<file path="config.mk">
export PLATFORM = sky130hd
export DESIGN_NAME = kirsch_window_gen
export DESIGN_NICKNAME = d
export VERILOG_FILES = /design/src/rtl/kirsch_pkg.sv /design/src/rtl/kirsch_line_buffer.sv /design/src/rtl/kirsch_window_gen.sv
export SDC_FILE = /design/constraint.sdc
export NUM_CORES = 1
export LEC_CHECK = 0
export ABC_AREA = 1
export CAP_MARGIN = 0
export CORE_MARGIN = 2
export CORE_UTILIZATION = 40
export DETAILED_ROUTE_END_ITERATION = 8
export GPL_ROUTABILITY_DRIVEN = 0
export PLACE_DENSITY_LB_ADDON = 0.2
export SYNTH_ARGS = -nofsm -noshare
export SYNTH_HDL_FRONTEND = slang
export SYNTH_SLANG_ARGS = --single-unit
</file>
<file path="constraint.sdc">
create_clock -name clk -period 6.3 [get_ports clk]
set_clock_uncertainty 0.1 [all_clocks]
set_input_delay 1.26 -clock clk [delete_from_list [all_inputs] [get_ports clk]]
set_output_delay 1.26 -clock clk [all_outputs]
set_load 0.1 [all_outputs]
</file>
<file path="src/rtl/kirsch_pkg.sv">
// Shared definitions for the Kirsch/AMSG window generator and kernel blocks.
// Holds the default pixel width, the pixel type and the 3x3 window
// position indices (p1..p9, raster order, centre = 5).
package kirsch_pkg;

  localparam int DEF_PIX_W = 8;

  // 3x3 window positions: top row L..R, centre row, bottom row
  localparam int P_TL = 1;
  localparam int P_TC = 2;
  localparam int P_TR = 3;
  localparam int P_ML = 4;
  localparam int P_C  = 5;
  localparam int P_MR = 6;
  localparam int P_BL = 7;
  localparam int P_BC = 8;
  localparam int P_BR = 9;

  typedef logic [DEF_PIX_W-1:0] pix_t;

endpackage

</file>
<file path="src/rtl/kirsch_line_buffer.sv">
// One image line of pixel storage: asynchronous read, synchronous write.
// Ports: clk, wr_en, addr (shared read/write address), wr_data, rd_data.
// rd_data shows the old contents of addr during a write (read-before-write).
module kirsch_line_buffer
  import kirsch_pkg::*;
#(
  parameter int DEPTH = 64,
  parameter int PIX_W = DEF_PIX_W,
  parameter int AW    = $clog2(DEPTH)
) (
  input  logic             clk,
  input  logic             wr_en,
  input  logic [AW-1:0]    addr,
  input  logic [PIX_W-1:0] wr_data,
  output logic [PIX_W-1:0] rd_data
);

  // Not reset: stale contents are never used by an emitted window.
  logic [PIX_W-1:0] mem [DEPTH];

  assign rd_data = mem[addr];

  always_ff @(posedge clk) begin
    if (wr_en) mem[addr] <= wr_data;
  end

endmodule

</file>
<file path="src/rtl/kirsch_window_gen.sv">
// Streaming 3x3 window generator: raster pixels in, interior-centred windows out.
// Ports: clk/rst_n; in_pix/in_sof/in_valid/in_ready pixel stream;
// p1..p9/out_last/out_valid/out_ready window stream. Latency 1 cycle accept->window.
module kirsch_window_gen
  import kirsch_pkg::*;
#(
  parameter int IMG_W = 64,
  parameter int IMG_H = 64,
  parameter int PIX_W = DEF_PIX_W
) (
  input  logic             clk,
  input  logic             rst_n,
  input  logic [PIX_W-1:0] in_pix,
  input  logic             in_sof,
  input  logic             in_valid,
  output logic             in_ready,
  output logic [PIX_W-1:0] p1,
  output logic [PIX_W-1:0] p2,
  output logic [PIX_W-1:0] p3,
  output logic [PIX_W-1:0] p4,
  output logic [PIX_W-1:0] p5,
  output logic [PIX_W-1:0] p6,
  output logic [PIX_W-1:0] p7,
  output logic [PIX_W-1:0] p8,
  output logic [PIX_W-1:0] p9,
  output logic             out_last,
  output logic             out_valid,
  input  logic             out_ready
);

  localparam int CW = $clog2(IMG_W);
  localparam int RW = $clog2(IMG_H);
  localparam logic [CW-1:0] C_LAST = CW'(IMG_W - 1);
  localparam logic [RW-1:0] R_LAST = RW'(IMG_H - 1);

  logic [CW-1:0]    col_q, col_eff;
  logic [RW-1:0]    row_q, row_eff;
  logic             accept, emit, at_eol, at_eof;
  logic [PIX_W-1:0] lb0_rd, lb1_rd;

  // Two previously accepted columns: *2_q is column c-2, *1_q is column c-1.
  logic [PIX_W-1:0] top2_q, top1_q, mid2_q, mid1_q, bot2_q, bot1_q;

  logic [PIX_W-1:0] win_nxt [1:9];
  logic [PIX_W-1:0] win_q   [1:9];

  assign in_ready = !out_valid || out_ready;
  assign accept   = in_valid && in_ready;

  // in_sof forces the pixel to (0,0) whatever the counters hold.
  assign col_eff = in_sof ? '0 : col_q;
  assign row_eff = in_sof ? '0 : row_q;
  assign at_eol  = (col_eff == C_LAST);
  assign at_eof  = at_eol && (row_eff == R_LAST);
  // c>=2 keeps all three columns on the current line.
  assign emit    = accept && (row_eff >= RW'(2)) && (col_eff >= CW'(2));

  kirsch_line_buffer #(.DEPTH(IMG_W), .PIX_W(PIX_W), .AW(CW)) u_lb0 (
    .clk     (clk),
    .wr_en   (accept),
    .addr    (col_eff),
    .wr_data (in_pix),
    .rd_data (lb0_rd)
  );

  kirsch_line_buffer #(.DEPTH(IMG_W), .PIX_W(PIX_W), .AW(CW)) u_lb1 (
    .clk     (clk),
    .wr_en   (accept),
    .addr    (col_eff),
    .wr_data (lb0_rd),
    .rd_data (lb1_rd)
  );

  // Window as seen after shifting in the current column {lb1, lb0, in_pix}.
  always_comb begin
    win_nxt[P_TL] = top2_q;
    win_nxt[P_TC] = top1_q;
    win_nxt[P_TR] = lb1_rd;
    win_nxt[P_ML] = mid2_q;
    win_nxt[P_C]  = mid1_q;
    win_nxt[P_MR] = lb0_rd;
    win_nxt[P_BL] = bot2_q;
    win_nxt[P_BC] = bot1_q;
    win_nxt[P_BR] = in_pix;
  end

  always_ff @(posedge clk or negedge rst_n) begin
    if (!rst_n) begin
      col_q  <= '0;
      row_q  <= '0;
      top2_q <= '0;
      top1_q <= '0;
      mid2_q <= '0;
      mid1_q <= '0;
      bot2_q <= '0;
      bot1_q <= '0;
    end else if (accept) begin
      col_q <= at_eol ? '0 : col_eff + CW'(1);
      if (at_eol) row_q <= (row_eff == R_LAST) ? '0 : row_eff + RW'(1);
      else        row_q <= row_eff;
      top2_q <= top1_q;
      top1_q <= lb1_rd;
      mid2_q <= mid1_q;
      mid1_q <= lb0_rd;
      bot2_q <= bot1_q;
      bot1_q <= in_pix;
    end
  end

  // Single output stage; emit can only happen when the stage is free or
  // being consumed this cycle, since accept already requires in_ready.
  always_ff @(posedge clk or negedge rst_n) begin
    if (!rst_n) begin
      for (int i = 1; i <= 9; i++) win_q[i] <= '0;
      out_last  <= 1'b0;
      out_valid <= 1'b0;
    end else if (emit) begin
      win_q     <= win_nxt;
      out_last  <= at_eof;
      out_valid <= 1'b1;
    end else if (out_ready) begin
      out_valid <= 1'b0;
    end
  end

  assign p1 = win_q[P_TL];
  assign p2 = win_q[P_TC];
  assign p3 = win_q[P_TR];
  assign p4 = win_q[P_ML];
  assign p5 = win_q[P_C];
  assign p6 = win_q[P_MR];
  assign p7 = win_q[P_BL];
  assign p8 = win_q[P_BC];
  assign p9 = win_q[P_BR];

endmodule
</file>
==> run_results.csv <==
group,metric,value,unit
clocking,clk_pin_slew,60,ps
power,switching_share,30.9,%
yosys,synth.net_count,4822,
setup_path,worst_ep_required_time,6650,ps
clocking,max-clock-path-buffers,3,
setup_path,cpMostUsedCell,"nand2_1",
sta,fin_crit_sh,75.3,%
sta,fmax,211,MHz
clocking,htreeDepth,3,
setup_path,r2r_slack,2190,ps
yosys,syn-cell-area,49000,um2
global_routing,met1_usage,32.1,%
sta,finalSetupViolations,0,
final_layout,final_cell_mix,"2393 x nand2_1, 1024 x edfxtp_1, 422 x inv_1",
sta,finalHoldViolCount,0,
setup_path,crit_arrival,5090,ps
clocking,ctsResizeCount,0,
die,core_area,122000,um2
die,pin_count,88,
yosys,syn_area_per_cell,10.2,um2
sta,slew_headroom,26.4,%
power,leakagePower,23.8,nW
final_layout,diodes,0,
clocking,cts-root-buf,"clkbuf_16",
drt,routed_wl,141000,um
power,comb_power_share,18.4,%
final_layout,top_regs,"u_lb0.mem x512, u_lb1.mem x512",
setup_path,max_stage_delay,670,ps
setup_path,critPathKind,"in2reg",
clocking,cts_hold_buf,0,
drt,drc,0,
yosys,synth-seq-cells,1158,
drt,vias,33118,
power,power_switching,5.97,mW
drt,drtIter0Drc,3242,
setup_path,crit_chain,"clkdlybuf4s50_1 > inv_2 > nand2_8 > buf_12 > nand2_1 > nand2_1 > nand2_1 > nand2_1 > nand2_1 > nand2_1 > nand2_1 > nand2_1 > nor2_1 > nand2_2 > buf_4",
min_path,min_path_type,"reg2reg",
sta,worstMarginPinSlew,1100,ps
sta,setup_ws,1560,ps
yosys,synthesis.instances,4805,
flow_run,maxCapViolations,0,
global_routing,grtUsageTotal,22.5,%
final_layout,layout_commonest_cell,"nand2_1",
placed_design,dp_hpwl,82500,um
final_layout,fill_cells,11270,
run_status,status,"finished clean",
die,rows,128,
placed_design,io_buffers,87,
clocking,cts_buffers,119,
yosys,synth-seq-area-share,69.7,%
final_layout,final_area,55900,um2
global_routing,met3_usage,3.68,%
sta,maxSlewViolCount,0,
power,pwr-share-clk,35.1,%
power,intPower,13.3,mW
clocking,cts_tree,"built",
final_layout,drive_above_1_share,7.51,%
power,vdd_ir_drop_max,0.426,mV
sta,rsz0062_at_grt,"no",
sta,whs,365,ps
global_routing,antenna_found_initial,2,
global_routing,grt_pass1_vias,31424,
global_routing,grt.overflow.total,0,
clocking,clock_latency,730,ps
die,initial_core_util,40.3,%
clocking,cts.sinks,1158,
die,dieArea,125000,um2
global_routing,busiest_layer,"met2",
die,die_height,354,um
die,die_width,354,um
setup_path,endpoint_kind,"flop",
drt,dr.pass1.iters,5,
global_routing,grt_pass1_wl,210000,um
placed_design,post_dp_cell_area,52200,um2
final_layout,fin_nets,4973,
yosys,synth_cell_types,32,
clocking,cts_setup_buffers,0,
setup_path,crit_fanout,72,
drt,viasPerCell,4.95,
drt,wl_per_cell,21.1,um
final_layout,areaGrowthSynthToFinish,14.2,%
setup_path,crit_path_start_kind,"input pin",
power,cellPowerDensity,345,nW/um2
power,seq_power_share,46.5,%
setup_path,critPathSlowestCell,"clkdlybuf4s50_1",
global_routing,grt_max_degree,108,
sta,fin_tns_setup,0,ps
drt,antenna_left,0,
yosys,yosysWarnings,0,
placed_design,place_ws,904,ps
sta,fin_crit,4740,ps
global_routing,met2_usage,35.6,%
## metal layers
| metal | share of wire [%] | wire length (um) |
|---|---|---|
| met5 | 0.0092 | 13 |
| met4 | 2.2 | 3160 |
| met3 | 7.0 | 9840 |
| met2 | 46 | 64900 |
| met1 | 45 | 63300 |
## synth_stat cells
master,instances,area (um2)
nand3_2,1,10.0
o21ai_1,15,75.1
o211ai_1,31,233
nand3b_1,10,75.1
dfrtp_1,134,3350
o22ai_1,4,25.0
buf_1,9,33.8
buf_2,114,571
xor2_1,5,43.8
nand2_8,1,20.0
buf_4,33,248
nand2_1,2402,9020
nor2_1,148,556
inv_2,5,18.8
ha_1,4,50.1
o21ai_0,72,360
buf_6,12,135
or2_1,2,12.5
clkbuf_1,54,203
nand2_2,3,18.8
edfxtp_1,1024,30700
nand3_1,273,1370
nor2_2,7,43.8
o32ai_1,2,17.5
a21oi_1,2,10.0
clkinv_1,1,3.75
and3_1,1,6.26
o31ai_1,1,7.51
nor2_4,7,78.8
nand4_1,1,6.26
inv_1,422,1580
nor3_1,5,25.0
## cell families (layout without fill, tap and decap cells)
group,Yosys count,count (layout),share of synthesized area (%)
compound gates,127,127,1.49
flops,1158,1158,69.7
fa+ha+maj,4,4,0.102
simple gates,2861,2861,22.9
xor+xnor,5,5,0.0894
buf+inv,650,906,5.71
## worst paths after layout
check,from,to,depth (start not counted)
hold / removal,mid2_q[3]$_DFFE_PN0P_,p4[3]$_DFFE_PN0P_,2
min in group asynchronous,rst_n,p8[5]$_DFFE_PN0P_,1
setup / recovery,in_sof,u_lb1.mem[7][5]$_DFFE_PP_,15
max in group asynchronous,rst_n,col_q[0]$_DFFE_PN0P_,2
setup reg to reg,col_q[0]$_DFFE_PN0P_,u_lb1.mem[7][5]$_DFFE_PP_,14
hold reg to reg,mid2_q[3]$_DFFE_PN0P_,p4[3]$_DFFE_PN0P_,2
## worst max-delay path, delay by kind of cell
family	cells	cell delay [ps]
buf+inv	4	1820
simple gates	11	1850
## power by group through the flow
stage	Sequential [mW]	Combinational (mW)	Clock, mW
2_1_floorplan	10.3	1.09	0
3_3_place_gp	9.13	3.55	0
3_5_place_dp	9.13	3.56	0
4_1_cts	8.97	3.57	6.89
5_1_grt	9.00	3.78	7.17
6_report	8.97	3.55	6.76
## through the flow
step                      total power [mW]  utilization [%]  cells
after detailed placement              12.7             43.0   6460
after global placement                12.7             43.0   6460
final                                 19.3             46.0   6686
after CTS                             19.4             46.0   6686
after global routing                  20.0             46.0   6686
after floorplan                       11.4                -   4805
## layout make-up
class,instances,area (um2),area share [%]
inverter,428,1610,2.87
multi-input combinational,2997,12100,21.7
timing repair buffer,252,2320,4.15
clock inverter,76,533,0.953
tap,1625,2030,3.64
sequential,1158,34100,61.0
clock buffer,150,3190,5.70
Note: power is estimated with default switching activity, not from simulation.
